File: config.mk
export PLATFORM = sky130hd
export DESIGN_NAME = param_sync_fifo
export DESIGN_NICKNAME = d
export VERILOG_FILES = /design/src/rtl/param_sync_fifo.sv
export SDC_FILE = /design/constraint.sdc
export NUM_CORES = 1
export LEC_CHECK = 0
export ABC_CLOCK_PERIOD_IN_PS = 2540
export BUFFER_PORTS_ARGS = -buffer_cell sky130_fd_sc_hd__buf_2
export CAP_MARGIN = 15
export CORE_MARGIN = 2
export CORE_UTILIZATION = 25
export CTS_BUF_LIST = sky130_fd_sc_hd__clkbuf_16
export CTS_CLUSTER_SIZE = 16
export DETAILED_ROUTE_END_ITERATION = 10
export GPL_ROUTABILITY_DRIVEN = 0
export PLACE_DENSITY = 0.47
export SLEW_MARGIN = 20
export SYNTH_ARGS = -nofsm -noshare
export SYNTH_HDL_FRONTEND = slang
export SYNTH_SLANG_ARGS = --single-unit
export TNS_END_PERCENT = 50
File: constraint.sdc
create_clock -name clk_i -period 2.54 [get_ports clk_i]
set_input_delay 0.127 -clock clk_i [delete_from_list [all_inputs] [get_ports clk_i]]
set_output_delay 0.127 -clock clk_i [all_outputs]
set_load 0.02 [all_outputs]
File: src/rtl/param_sync_fifo.sv
// Single-clock FIFO with registered read data, occupancy count and threshold flags.
// Optional sticky overflow/underflow flags with clear input are built when FIFO_ERR_FLAG_EN is defined.
module param_sync_fifo #(
    parameter int DATA_W    = 8,
    parameter int DEPTH     = 8,
    parameter int AF_THRESH = DEPTH - 2,
    parameter int AE_THRESH = 2
) (
    input  logic                       clk_i,
    input  logic                       rst_ni,
    input  logic                       write_en_i,
    input  logic                       read_en_i,
    input  logic [DATA_W-1:0]          data_in_i,
    output logic [DATA_W-1:0]          out_o,
    output logic                       full_o,
    output logic                       empty_o,
    output logic                       almost_full_o,
    output logic                       almost_empty_o,
`ifdef FIFO_ERR_FLAG_EN
    input  logic                       err_clr_i,
    output logic                       overflow_o,
    output logic                       underflow_o,
`endif
    output logic [$clog2(DEPTH):0]     count_o
);

    localparam int PTR_W = $clog2(DEPTH);
    localparam int CNT_W = PTR_W + 1;
    localparam logic [CNT_W-1:0] DEPTH_CNT = CNT_W'(DEPTH);
    localparam logic [CNT_W-1:0] AF_CNT    = CNT_W'(AF_THRESH);
    localparam logic [CNT_W-1:0] AE_CNT    = CNT_W'(AE_THRESH);

    logic [DATA_W-1:0] mem [DEPTH];
    logic [PTR_W-1:0]  wr_ptr_q, wr_ptr_d;
    logic [PTR_W-1:0]  rd_ptr_q, rd_ptr_d;
    logic [CNT_W-1:0]  count_q, count_d;
    logic [DATA_W-1:0] out_q, out_d;
    logic              wr_ok, rd_ok;

    assign full_o         = (count_q == DEPTH_CNT);
    assign empty_o        = (count_q == '0);
    assign almost_full_o  = (count_q >= AF_CNT);
    assign almost_empty_o = (count_q <= AE_CNT);
    assign count_o        = count_q;
    assign out_o          = out_q;

    // Accepts are gated by the registered flags, so a full FIFO can still read
    // and an empty FIFO can still write in the same cycle.
    assign wr_ok = write_en_i && !full_o;
    assign rd_ok = read_en_i && !empty_o;

    always_comb begin
        wr_ptr_d = wr_ptr_q;
        rd_ptr_d = rd_ptr_q;
        count_d  = count_q;
        out_d    = out_q;
        if (wr_ok) begin
            wr_ptr_d = wr_ptr_q + PTR_W'(1);
        end
        if (rd_ok) begin
            rd_ptr_d = rd_ptr_q + PTR_W'(1);
            out_d    = mem[rd_ptr_q];
        end
        if (wr_ok && !rd_ok) begin
            count_d = count_q + CNT_W'(1);
        end else if (rd_ok && !wr_ok) begin
            count_d = count_q - CNT_W'(1);
        end
    end

    always_ff @(posedge clk_i or negedge rst_ni) begin
        if (!rst_ni) begin
            wr_ptr_q <= '0;
            rd_ptr_q <= '0;
            count_q  <= '0;
            out_q    <= '0;
        end else begin
            wr_ptr_q <= wr_ptr_d;
            rd_ptr_q <= rd_ptr_d;
            count_q  <= count_d;
            out_q    <= out_d;
        end
    end

    // Storage is intentionally not reset; empty gating keeps stale words off out_o.
    always_ff @(posedge clk_i) begin
        if (wr_ok) begin
            mem[wr_ptr_q] <= data_in_i;
        end
    end

`ifdef FIFO_ERR_FLAG_EN
    logic overflow_q, overflow_d;
    logic underflow_q, underflow_d;

    assign overflow_o  = overflow_q;
    assign underflow_o = underflow_q;

    // Set conditions are evaluated after clear so they win in the same cycle.
    always_comb begin
        overflow_d  = overflow_q;
        underflow_d = underflow_q;
        if (err_clr_i) begin
            overflow_d  = 1'b0;
            underflow_d = 1'b0;
        end
        if (write_en_i && full_o) begin
            overflow_d = 1'b1;
        end
        if (read_en_i && empty_o) begin
            underflow_d = 1'b1;
        end
    end

    always_ff @(posedge clk_i or negedge rst_ni) begin
        if (!rst_ni) begin
            overflow_q  <= 1'b0;
            underflow_q <= 1'b0;
        end else begin
            overflow_q  <= overflow_d;
            underflow_q <= underflow_d;
        end
    end
`endif

endmodule

=== Yosys cells after proc, flatten, opt, wreduce, memory -nomap -nowiden ===
Memory sizes are Yosys's and may differ from the RTL's. A register that Yosys moved wholly into a read port is not among the register bits.
Cells that the tools add are included.

* Memories kept: 1
* Bits in writable memories: 64
* Bits of input ports: 12
* Logic and storage cells: 26
* Output and inout bits: 16
* Register bits: 10

{| class="wikitable"
|+ Memory list
! memory !! depth !! bits a word !! rd ports !! clocked after memory_dff !! wr ports !! RTL line !! source
|-
| mem || 8 || 8 || 1 || 1 || 1 || 33 || <nowiki>logic [DATA_W-1:0] mem [DEPTH];</nowiki>
|}

* Magnitude comparators: 2
* Eq/ne operators: 1
* Reductions and logical operators: 11
* Mux-type cells: 4
* $add $sub $neg: 4

{| class="wikitable"
|+ Operators with widths
! kind !! number
|-
| $mux 4 || 2
|-
| $add 3x1->3 const B || 2
|-
| $logic_not 1->1 || 5
|-
| $add 4x1->4 const B || 1
|-
| $eq 4x4->1 const B || 1
|-
| $ge 4x3->1 const B || 1
|-
| $le 4x2->1 const B || 1
|-
| $logic_and 1x1->1 || 4
|-
| $logic_not 4->1 || 1
|-
| $sub 4x1->4 const B || 1
|-
| $mux 1 || 2
|-
| $reduce_bool 2->1 || 1
|}

=== Logic depth before layout (Yosys ltp) ===
* Depth in word-level cells: 7
* Gate-level depth with buffers: 11
* Gate-level depth less buffers: 11

=== Worst setup path after synthesis ===
OpenSTA, ideal clock, no wires.

* Path type: register to register
* From: reg count_q[0], in the netlist count_o[0]
* To: reg count_q[3], in the netlist count_o[3]
* Buffers on the path: 1
* Data required time: 2.404 ns
* Clock period less this slack: 2.865 ns
* Slack: -0.325 ns
* Data arrival time: 2.729 ns
* Library setup time: 0.136 ns
* Stages on the path, launching flop included: 10
* Cell sequence: dfrtp_1 nor4_2 nand2b_1 buf_2 ha_1 inv_1 ha_1 a21o_1 a2111oi_0 o31ai_1

* Longest elaborated chain between the ends: 6
* Elaborated cells on any way between the ends: 15
* Those cells by class: 2 x add/sub; 1 x eq/ne; 2 x mux; 10 x reduce/logical

{| class="wikitable"
|+ RTL lines
! what !! RTL line !! source
|-
| from (decl) || 36 || <nowiki>logic [CNT_W-1:0] count_q, count_d;</nowiki>
|-
| from (signal assigned) || 80 || <nowiki>count_q <= count_d;</nowiki>
|-
| $logic_not 4->1 (*) || 41 || <nowiki>assign empty_o = (count_q == '0);</nowiki>
|-
| named net empty_o || 16 || <nowiki>output logic empty_o,</nowiki>
|-
| $logic_not 1->1 (*) || 50 || <nowiki>assign rd_ok = read_en_i && !empty_o;</nowiki>
|-
| $logic_and 1x1->1 (*) || 50 ||
|-
| $logic_not 1->1 || 64 || <nowiki>if (wr_ok && !rd_ok) begin</nowiki>
|-
| $logic_and 1x1->1 || 64 ||
|-
| $mux 4 or $reduce_bool 2->1 (tied branches) || -- ||
|}

Mark *: on every way through the listed nets, which the timed path passes. The rest lies on a longest branch. The select of a mux whose other input is x is not followed.
A chain may end at the register's enable or synchronous reset.

=== Final worst setup path ===
* From: reg count_q[3], in the netlist count_o[3]
* To: reg count_q[3], in the netlist count_o[3]

* Longest elaborated chain between the ends: 6
* Elaborated cells on any way between the ends: 15
* Those cells by class: 2 x add/sub; 1 x eq/ne; 2 x mux; 10 x reduce/logical

{| class="wikitable"
|+ RTL lines
! what !! RTL line !! source
|-
| $eq 4x4->1 (*) || 40 || <nowiki>assign full_o = (count_q == DEPTH_CNT);</nowiki>
|-
| $logic_not 1->1 (*) || 49 || <nowiki>assign wr_ok = write_en_i && !full_o;</nowiki>
|-
| $logic_and 1x1->1 (*) || 49 ||
|-
| named net wr_ok || 38 || <nowiki>logic wr_ok, rd_ok;</nowiki>
|-
| $logic_not 1->1 || 66 || <nowiki>end else if (rd_ok && !wr_ok) begin</nowiki>
|-
| $logic_and 1x1->1 || 66 ||
|-
| $reduce_bool 2->1 (no line) || -- ||
|}

Marked as above.

==> impl_metrics.json <==
{
  "drt_iter0_drc": 60,
  "portBuffers": 27,
  "critPathArrivalTime_ns": 2.52,
  "rows": 42,
  "hpwlAfterDp_um": 4340,
  "switching_share_pct": 32.7,
  "first_pass_iters": 6,
  "htreeDepth": 3,
  "die_h_um": 121,
  "syn_area_um2": 3400,
  "crit_fanout": 8,
  "initial_core_util_pct": 25.7,
  "dieArea_um2": 14600,
  "ys_seq_area_share_pct": 69.7,
  "clkSinkCount": 82,
  "finalMaxSlewViolations": 0,
  "drive_above_1_share_pct": 33.3,
  "die_x_um": 121,
  "diodes": 0,
  "cts_root_buf": "clkbuf_16",
  "worst_pin_slew_ns": 0.731,
  "cts_buffers": 9,
  "leakage_nw": 1.55,
  "synth_edf_count": 64,
  "route.detailed.wl_per_inst_um": 15.7,
  "drv_cap": 0,
  "final_cells": 437,
  "end_kind": "register",
  "ys_warn_count": 0,
  "syn_avg_cell_area_um2": 16.1,
  "min_to": "mem[6][2]$_DFFE_PP_",
  "critPathKind": "register to register",
  "fin_tns_setup_ns": 0,
  "finalClockSkew_ns": 0.00911,
  "netlist.area_leader.share_pct": 56.5,
  "clockPowerShare_pct": 28.0,
  "hold_depth": 1,
  "rsz0062_at_grt": "false",
  "fillers": 1336,
  "ys_async_sr_fraction_pct": 22.0,
  "drc": 0,
  "drtAntennaViolNets": 0,
  "grt_pass1_wl_um": 11000,
  "synth_area_leaders": "edfxtp_1 (56%), dfrtp_1 (13%), mux2_2 (6.3%)",
  "syn_nets": 229,
  "hp-start": "data_in_i[2]",
  "power.switching_mw": 1.70,
  "setup.worst_path.start": "count_o[3]$_DFFE_PN0P_",
  "r2r_start": "count_o[3]$_DFFE_PN0P_",
  "cts_tree": "built",
  "grt_pass1_vias": 1946,
  "clock_path_buffers": 2,
  "combPwrFrac_pct": 35.0,
  "reg2regPathDepth": 10,
  "post-route-period-util_pct": 91.3,
  "yosysUniqueCellTypes": 36,
  "clk_latency_ns": 0.33,
  "grt_start_max_net_pins": 35,
  "nets": 274,
  "start_kind": "register",
  "dp_cells": 418,
  "finalHoldViolCount": 0,
  "grt_overflow": 0,
  "reg2reg_setup_slack_ns": 0.22,
  "critPathRequiredTime_ns": 2.75,
  "totalPowerFinal_mw": 5.22,
  "power_density_nw_per_um2": 1250,
  "seqPwrFrac_pct": 37.1,
  "multi_input_area_um2": 973,
  "slew_headroom_pct": 51.2,
  "dr_total_vias": 1869,
  "p_int_mw": 3.51,
  "rr_endpoint": "count_o[3]$_DFFE_PN0P_",
  "io_pins": 28,
  "hold_path_class": "primary input to register",
  "grt.total_usage_pct": 10.2,
  "clkTransAtPathRegs_ns": 0.06,
  "ir_drop_uv": 349,
  "wl_um": 6860,
  "ys_seq_elements": 82,
  "synthToLayoutAreaGrowth_pct": 23.1,
  "synthCells": 211,
  "synth_ff_type": "edfxtp_1",
  "synth_area_leader_cell": "edfxtp_1",
  "fmax_ghz": 0.431,
  "seq_area_um2": 2380,
  "vias_per_cell": 4.28,
  "coreArea_um2": 13200,
  "layout_min_cycle_time_ns": 2.32,
  "status": "finished clean",
  "antenna_found_initial": 0,
  "setup_viol": 0
}
## metrics by stage
stage                     worst slack [ns]  hold WS (ns)  util, %  cell area (um^2)
final                                0.222        0.0823     31.6              4190
after global routing                0.0819        0.0842     31.6              4190
after CTS                            0.150        0.0767     31.5              4170
after detailed placement             0.164        0.0946     28.9              3830
after global placement               0.220        0.0832     28.9              3830
after floorplan                    0.00460        -0.169        -              3450
## final cells by class
type	count	area share, %
sequential	82	56.7
multi-input combinational	117	23.2
timing repair buffer	43	6.45
clock buffer	9	5.38
tap	176	5.26
clock inverter	7	2.66
inverter	3	0.269
## synth_stat cells (2+ instances only)
cell type,n
edfxtp_1,64
mux2_2,19
dfrtp_1,18
mux2i_1,17
nand2_1,15
a221o_1,8
o22ai_1,8
nor3_1,7
o21ai_1,7
ha_1,5
nor2_1,5
nand2b_1,4
xnor2_1,4
a21o_1,2
buf_12,2
buf_6,2
clkbuf_1,2
inv_1,2
o21ai_0,2
xor2_1,2
## routing by layer
| metal | global-route usage [%] | routed length (um) |
|---|---|---|
| met1 | 13.2 | 3220 |
| met3 | 1.93 | 204 |
| met5 | 0 | 0 |
| met2 | 16.7 | 3360 |
| met4 | 4.58 | 71 |
## registers in the layout, indices dropped and copies added (netlist names)
name / flops
out_o: 8
rd_ptr_q: 3
count_o: 4
mem: 64
wr_ptr_q: 3
## worst max-delay path by stage
stage	end	cells past startpoint
2_1_floorplan	count_o[3]$_DFFE_PN0P_	9
3_3_place_gp	count_o[3]$_DFFE_PN0P_	10
3_5_place_dp	count_o[3]$_DFFE_PN0P_	11
4_1_cts	count_o[3]$_DFFE_PN0P_	11
5_1_grt	count_o[3]$_DFFE_PN0P_	10
6_report	count_o[3]$_DFFE_PN0P_	10
## kinds of logic after synthesis
logic type	synth area share [%]
adder cells (fa/ha/maj)	2.43
AO/OA/AOI/OAI	6.69
buffers and inverters	2.87
multiplexers	11.3
flip-flops	69.7
AND/OR/NAND/NOR	5.44
XOR/XNOR	1.54
## power by group through the flow
stage               combinational [mW]  clock, mW  sequential, mW
floorplan                         1.19          0            2.10
global placement                  1.80          0            1.97
detailed placement                1.81          0            1.98
CTS                               1.82       1.49            1.96
global route                      2.01       1.54            1.98
finish                            1.83       1.46            1.94
## worst max-delay path, cell delays in order (launching register included)
cell      delay (ns)
dfrtp_2         0.47
and2_1          0.17
nand2b_2        0.22
inv_2           0.14
ha_4            0.17
inv_1           0.06
buf_4           0.15
ha_1            0.34
a21oi_1         0.19
mux2i_1         0.20
o31ai_1         0.09
## cell usage in the layout (no fill, tap or decap), types with 7 or more instances in the layout
cell	count
a221o_1	8
buf_4	14
o21ai_1	7
dfrtp_1	15
mux2i_1	17
o22ai_1	8
nor3_1	7
clkbuf_16	9
nand2_1	15
buf_2	27
edfxtp_1	64
mux2_2	19
## what timing repair did
action                                 CTS  global route
endpoints found under the hold margin   18             0
gates resized for setup                  0             0
setup endpoints to repair                0             1
buffers inserted                         0             2
hold buffers                             1             0
Note: power is estimated with default switching activity, not from simulation.
